--- src/rtl/rom_access_arbiter.sv ---
// rom_access_arbiter: shares one combinational ROM between the instruction
// fetch port (IF) and the coefficient loader (CF) with req/gnt + rvalid.
// Ports: clk, rst_n (async, active low); if_req/if_addr -> if_gnt/if_rvalid;
//   cf_req/cf_addr -> cf_gnt/cf_rvalid; rdata (shared read data); busy;
//   ROM_address (registered) / ROM_data (combinational ROM output).
// Build option: ROM_ARB_FIXED_PRIO_EN selects fixed IF-first priority
//   instead of the default round-robin arbitration.
module rom_access_arbiter #(
    parameter int ADDR_W = 3,
    parameter int DATA_W = 8
) (
    input  logic              clk,
    input  logic              rst_n,
    input  logic              if_req,
    input  logic [ADDR_W-1:0] if_addr,
    output logic              if_gnt,
    output logic              if_rvalid,
    input  logic              cf_req,
    input  logic [ADDR_W-1:0] cf_addr,
    output logic              cf_gnt,
    output logic              cf_rvalid,
    output logic [DATA_W-1:0] rdata,
    output logic              busy,
    output logic [ADDR_W-1:0] ROM_address,
    input  logic [DATA_W-1:0] ROM_data
);

    typedef enum logic {
        IDLE = 1'b0,
        READ = 1'b1
    } state_t;

    state_t state_q, state_d;

    // owner/last encode the requester: 0 = IF, 1 = CF
    logic owner_q, owner_d;
    logic last_q, last_d;
    logic [ADDR_W-1:0] addr_q, addr_d;
    logic [DATA_W-1:0] rdata_q, rdata_d;
    logic if_gnt_q, if_gnt_d;
    logic cf_gnt_q, cf_gnt_d;
    logic if_rv_q, if_rv_d;
    logic cf_rv_q, cf_rv_d;
    logic win_if, win_cf;

    always_comb begin
`ifdef ROM_ARB_FIXED_PRIO_EN
        win_if = if_req;
`else
        // on a tie, IF wins only if CF was served last
        win_if = if_req & (~cf_req | last_q);
`endif
        win_cf = cf_req & ~win_if;
    end

    always_comb begin
        state_d  = state_q;
        owner_d  = owner_q;
        last_d   = last_q;
        addr_d   = addr_q;
        rdata_d  = rdata_q;
        if_gnt_d = 1'b0;
        cf_gnt_d = 1'b0;
        if_rv_d  = 1'b0;
        cf_rv_d  = 1'b0;
        case (state_q)
            IDLE: begin
                if (win_if | win_cf) begin
                    state_d  = READ;
                    owner_d  = win_cf;
                    last_d   = win_cf;
                    addr_d   = win_cf ? cf_addr : if_addr;
                    if_gnt_d = win_if;
                    cf_gnt_d = win_cf;
                end
            end
            READ: begin
                rdata_d = ROM_data;
                if_rv_d = ~owner_q;
                cf_rv_d = owner_q;
                state_d = IDLE;
            end
            default: state_d = IDLE;
        endcase
    end

    always_ff @(posedge clk or negedge rst_n) begin
        if (!rst_n) begin
            state_q  <= IDLE;
            owner_q  <= 1'b0;
            last_q   <= 1'b1;
            addr_q   <= '0;
            rdata_q  <= '0;
            if_gnt_q <= 1'b0;
            cf_gnt_q <= 1'b0;
            if_rv_q  <= 1'b0;
            cf_rv_q  <= 1'b0;
        end else begin
            state_q  <= state_d;
            owner_q  <= owner_d;
            last_q   <= last_d;
            addr_q   <= addr_d;
            rdata_q  <= rdata_d;
            if_gnt_q <= if_gnt_d;
            cf_gnt_q <= cf_gnt_d;
            if_rv_q  <= if_rv_d;
            cf_rv_q  <= cf_rv_d;
        end
    end

    assign if_gnt      = if_gnt_q;
    assign cf_gnt      = cf_gnt_q;
    assign if_rvalid   = if_rv_q;
    assign cf_rvalid   = cf_rv_q;
    assign rdata       = rdata_q;
    assign busy        = (state_q == READ);
    assign ROM_address = addr_q;

endmodule

--- config.mk ---
export PLATFORM = sky130hd
export DESIGN_NAME = rom_access_arbiter
export DESIGN_NICKNAME = d
export VERILOG_FILES = /design/src/rtl/rom_access_arbiter.sv
export SDC_FILE = /design/constraint.sdc
export NUM_CORES = 1
export LEC_CHECK = 0
export CELL_PAD_IN_SITES_DETAIL_PLACEMENT = 1
export CELL_PAD_IN_SITES_GLOBAL_PLACEMENT = 1
export CORE_UTILIZATION = 31
export CTS_BUF_LIST = sky130_fd_sc_hd__clkbuf_2
export DETAILED_ROUTE_END_ITERATION = 16
export HOLD_SLACK_MARGIN = 0.12
export PLACE_DENSITY_LB_ADDON = 0.1
export SLEW_MARGIN = 30
export SYNTH_ARGS = -nofsm -noshare
export SYNTH_HDL_FRONTEND = slang
export SYNTH_SLANG_ARGS = --single-unit
--- constraint.sdc ---
create_clock -name clk -period 1.4 [get_ports clk]
set_clock_uncertainty 0.2 [all_clocks]
set_input_delay 0.28 -clock clk [delete_from_list [all_inputs] [get_ports clk]]
set_output_delay 0.28 -clock clk [all_outputs]
set_load 0.05 [all_outputs]
=== Word-level counts from Yosys, hierarchy flattened ===
Index checks and enable logic that the tools add are counted.
Widths: inputs -> output; s select.

* Bits in registers: 18
* Output and inout port bits: 16

* Mux-type cells: 9
* Bitwise gates (word level): 8
* Reduce and logical (&&, ||, !) cells: 1

{| class="wikitable"
|+ Operators with widths
! operator !! number
|-
| $mux 1 || 7
|-
| $not 1->1 || 4
|-
| $mux 3 || 1
|-
| $and 1x1->1 || 2
|-
| $or 1x1->1 || 2
|-
| $pmux 1 s2 || 1
|-
| $reduce_and 2->1 || 1
|}

=== Logic depth before layout (Yosys ltp) ===
* Depth in word-level cells: 8
* Gate-level depth with buffers: 4
* Depth with buffers taken out: 3

=== Worst setup path after synthesis ===
No wires, ideal clock.

* Kind: reg-to-reg
* From: register state_q, in the netlist busy
* To: register rdata_q[0], in the netlist rdata[0]
* Setup time: 125 ps
* Arrival time: 1257 ps
* Required time: 1075 ps
* Slack: -182 ps
* Stages on the path, launching flop included: 3
* Path buffers: 1
* Period minus slack after synthesis: 1582 ps
* Cells stage by stage: dfrtp_1 > buf_2 > mux2_2

{| class="wikitable"
|+ RTL lines
! what !! line !! RTL
|-
| start, declared || 33 || <nowiki>state_t state_q, state_d;</nowiki>
|-
| start signal, assigned || 99 || <nowiki>state_q <= state_d;</nowiki>
|-
| end signal, assigned || 103 || <nowiki>rdata_q <= rdata_d;</nowiki>
|-
| end, declared || 39 || <nowiki>logic [DATA_W-1:0] rdata_q, rdata_d;</nowiki>
|}

No word-level cell between the ends.

=== Worst setup path after layout ===
* From: register state_q, in the netlist busy
* To: output port busy

{| class="wikitable"
|+ RTL lines
! what !! line !! RTL
|-
| end, declared || 23 || <nowiki>output logic busy,</nowiki>
|}

No word-level cell between the ends.

==> impl_metrics.csv <==
group,metric,value,unit
final_layout,fillCellCount,194,
setup_path,crit-reg2reg-launch,"last_q",
pwr,cellPowerDensity,1410,nW/um^2
final_layout,final_nets,112,
yosys,ys_types,15,
yosys,synth_mux_area_frac,0.174,
die,core.rowCount,16,
sta,fin_ws,-0.0125,ns
grt,grt_max_degree,13,
yosys,ys_ff_latch,18,
die,die_height,49.2,um
final_layout,multi_input_area,215,um^2
setup_path,end_kind,"output pin",
sta,drv_slew,0,
status,failed_checks,"setup timing",
sta,timing.hold.ws,0.256,ns
min_path,hold_end,"if_rvalid",
yosys,netlist_instances,50,
pwr,clkPwrFrac,0.123,
min_path,hp-start,"owner_q",
detailed_routing,antenna_left,0,
die,die-area,2420,um^2
clocking,cts.sinks,18,
detailed_routing,num_vias,554,
yosys,syn_area,689,um^2
clocking,insertion_delay,0.29,ns
setup_path,worstPathArrival,0.93,ns
detailed_routing,wire_per_inst,15.9,um
setup_path,crit_family,"flip-flops",
setup_path,critPathMaxFanout,4,
die,die_w,49.2,um
final_layout,ff_latch_area,453,um^2
yosys,syn_nets,68,
pwr,p_leak,0.585,nW
yosys,synth_top_family_by_area,"multiplexers",
setup_path,path_class,"register to output pin",
setup_path,rrSetupSlack,0.08,ns
placement,placed_cell_area,1230,um^2
sta,fin_crit_sh,1.01,
clocking,cts_buffers,3,
setup_path,cpPeakStageDelay,0.48,ns
die,boundaryPins,34,
pwr,comb_power_share,0.480,
detailed_routing,route.detailed.drc,0,
final_layout,drive_above_1_share,0.430,
setup_path,worstPathRequired,0.92,ns
grt,antenna_found_initial,0,
setup_path,crit_chain,"buf_12",
pwr,seq_power_share,0.397,
pwr,power.switching,0.000674,W
clocking,clk_pin_slew,0.16,ns
yosys,synth_fa_ha_area_frac,0,
clocking,clk_path_buf_depth,2,
clocking,cts-root-buf,"clkbuf_2",
yosys,yosys_warnings,0,
sta,max_freq,0.708,GHz
grt,gr-total-overflow,0,
pwr,internal_power,0.00115,W
detailed_routing,drt_first_pass_iters,2,
job,drv_cap,0,
pwr,peakVddDrop,0.000831,V
setup_path,r2r_end,"ROM_address[0]",
min_path,hp-class,"register to register",
detailed_routing,viasPerCell,4.62,
clocking,tritoncts,"built",
yosys,synth-simple-area-share,0.0526,
detailed_routing,drt_iter0_markers,2,
sta,setup_viol,1,
die,initial_core_util,0.341,
final_layout,diodes,0,
placement,gp_congestion,0.681,
final_layout,fin_area,1290,um^2
yosys,syn_avg_cell_area,13.8,um^2
yosys,synth_xor_area_frac,0,
min_path,min_path_cells,1,
sta,worstMarginPinSlew,0.192,ns
placement,dp_hpwl,1.47,mm
setup_path,reg2reg_depth,3,
setup_path,crit_buf_inv,1,
yosys,ys_seq_area_frac,0.655,
detailed_routing,drt_wl_total,1.91,mm
final_layout,syn_to_final_growth,87.1,%
grt,grt_pass1_vias,626,
grt,grtUsageTotal,0.182,
sta,rsz0062_at_grt,"true",
sta,period_needed,1.41,ns
pwr,swShare,0.370,
yosys,synth_compound_area_frac,0.0762,
status,status,"complete, but fails checks",
placement,port_buffers,33,
die,core-area,2020,um^2
sta,hold_viol,0,
clocking,htreeDepth,1,
sta,max_slew_margin,0.872,
grt,grt_first_pass_wirelength,3.14,mm
setup_path,crit_path_start_kind,"register",
setup_path,slowest_stage,"dfrtp_2",
[worst max-delay path by stage]
| stage | start | endpoint | slack, ns | cells after the start |
|---|---|---|---|---|
| floorplan | busy | rdata[0] | 0.02 | 2 |
| global placement | cf_req | ROM_address[2] | -0.22 | 4 |
| detailed placement | if_req | owner_q | -0.27 | 4 |
| CTS | busy | busy | -0.03 | 1 |
| global route | busy | busy | -0.06 | 1 |
| finish | busy | busy | -0.01 | 1 |
[cells in the final DEF (no fill, tap or decap), types with 2 or more instances in the layout]
cell type	instances
clkbuf_2	4
inv_1	2
nor2_1	6
dfrtp_1	16
mux2_2	8
buf_12	16
clkdlybuf4s50_1	17
mux2i_1	3
a21oi_1	4
buf_4	8
[kinds of logic after synthesis]
| kind of cell | count (synthesis) |
|---|---|
| AOI/OAI and AO/OA | 8 |
| buffers and inverters | 5 |
| DFF | 18 |
| muxes | 11 |
| and+or+nand+nor | 8 |
[final cells by class]
| type | instances | area share |
|---|---|---|
| sequential | 18 | 0.351 |
| timing repair buffer | 42 | 0.435 |
| inverter | 2 | 0.00582 |
| clock buffer | 4 | 0.0155 |
| tap | 27 | 0.0262 |
| multi-input combinational | 27 | 0.167 |
[state kept, by name (all words and copies together) (netlist names)]
| register | cells |
|---|---|
| last_q | 1 |
| ROM_address | 3 |
| if_rvalid | 1 |
| cf_rvalid | 1 |
| owner_q | 1 |
| busy | 1 |
| cf_gnt | 1 |
| rdata | 8 |
| if_gnt | 1 |
[worst register-to-register path: stages, from the launching register on]
cell,delay (ns)
dfstp_2,0.59
a21bo_4,0.16
mux2i_1,0.18
a21oi_1,0.09
[power by group through the flow]
stage	registers (W)	clock network (W)	logic, W
CTS	0.000722	0.000238	0.000864
detailed placement	0.000743	0	0.000838
global placement	0.000732	0	0.000818
floorplan	0.000959	0	0.000137
finish	0.000723	0.000225	0.000873
global route	0.000735	0.000254	0.000904
[cells in the mapped netlist]
library cell | instances | area [um^2]
a21bo_1 | 1 | 10.0
a21oi_1 | 4 | 20.0
a31oi_1 | 1 | 6.26
and3_1 | 1 | 6.26
buf_2 | 2 | 10.0
buf_6 | 1 | 11.3
dfrtp_1 | 17 | 425
dfstp_2 | 1 | 26.3
inv_1 | 2 | 7.51
mux2_2 | 8 | 90.1
mux2i_1 | 3 | 30.0
nor2_1 | 6 | 22.5
o21ba_2 | 1 | 10.0
o22ai_1 | 1 | 6.26
or2b_1 | 1 | 7.51
[stage by stage]
step           utilization  power (W)  setup slack [ns]  instances  setup TNS, ns
2_1_floorplan            -    0.00110            0.0184         50              0
3_5_place_dp         0.609    0.00158            -0.268        112          -1.31
4_1_cts              0.631    0.00182           -0.0284        119        -0.0533
3_3_place_gp         0.609    0.00155            -0.218        112         -0.994
5_1_grt              0.638    0.00189           -0.0574        120         -0.355
6_report             0.638    0.00182           -0.0125        120        -0.0125
[repair_timing]
item	in CTS	in global routing
hold buffers	1	0
resized for setup	1	1
hold endpoints to repair	17	0
setup endpoints to repair	6	16
setup buffers	2	1
pin swaps	0	0
[routing by layer]
metal | global-route usage | vias up | part of all wire
li1 | - | 255 | -
met1 | 0.191 | 266 | 0.36
met2 | 0.352 | 29 | 0.57
met3 | 0.0374 | 4 | 0.057
met4 | 0.0588 | 0 | 0.013
met5 | 0 | - | 0
No activity file was read; power rests on OpenSTA's default activity.
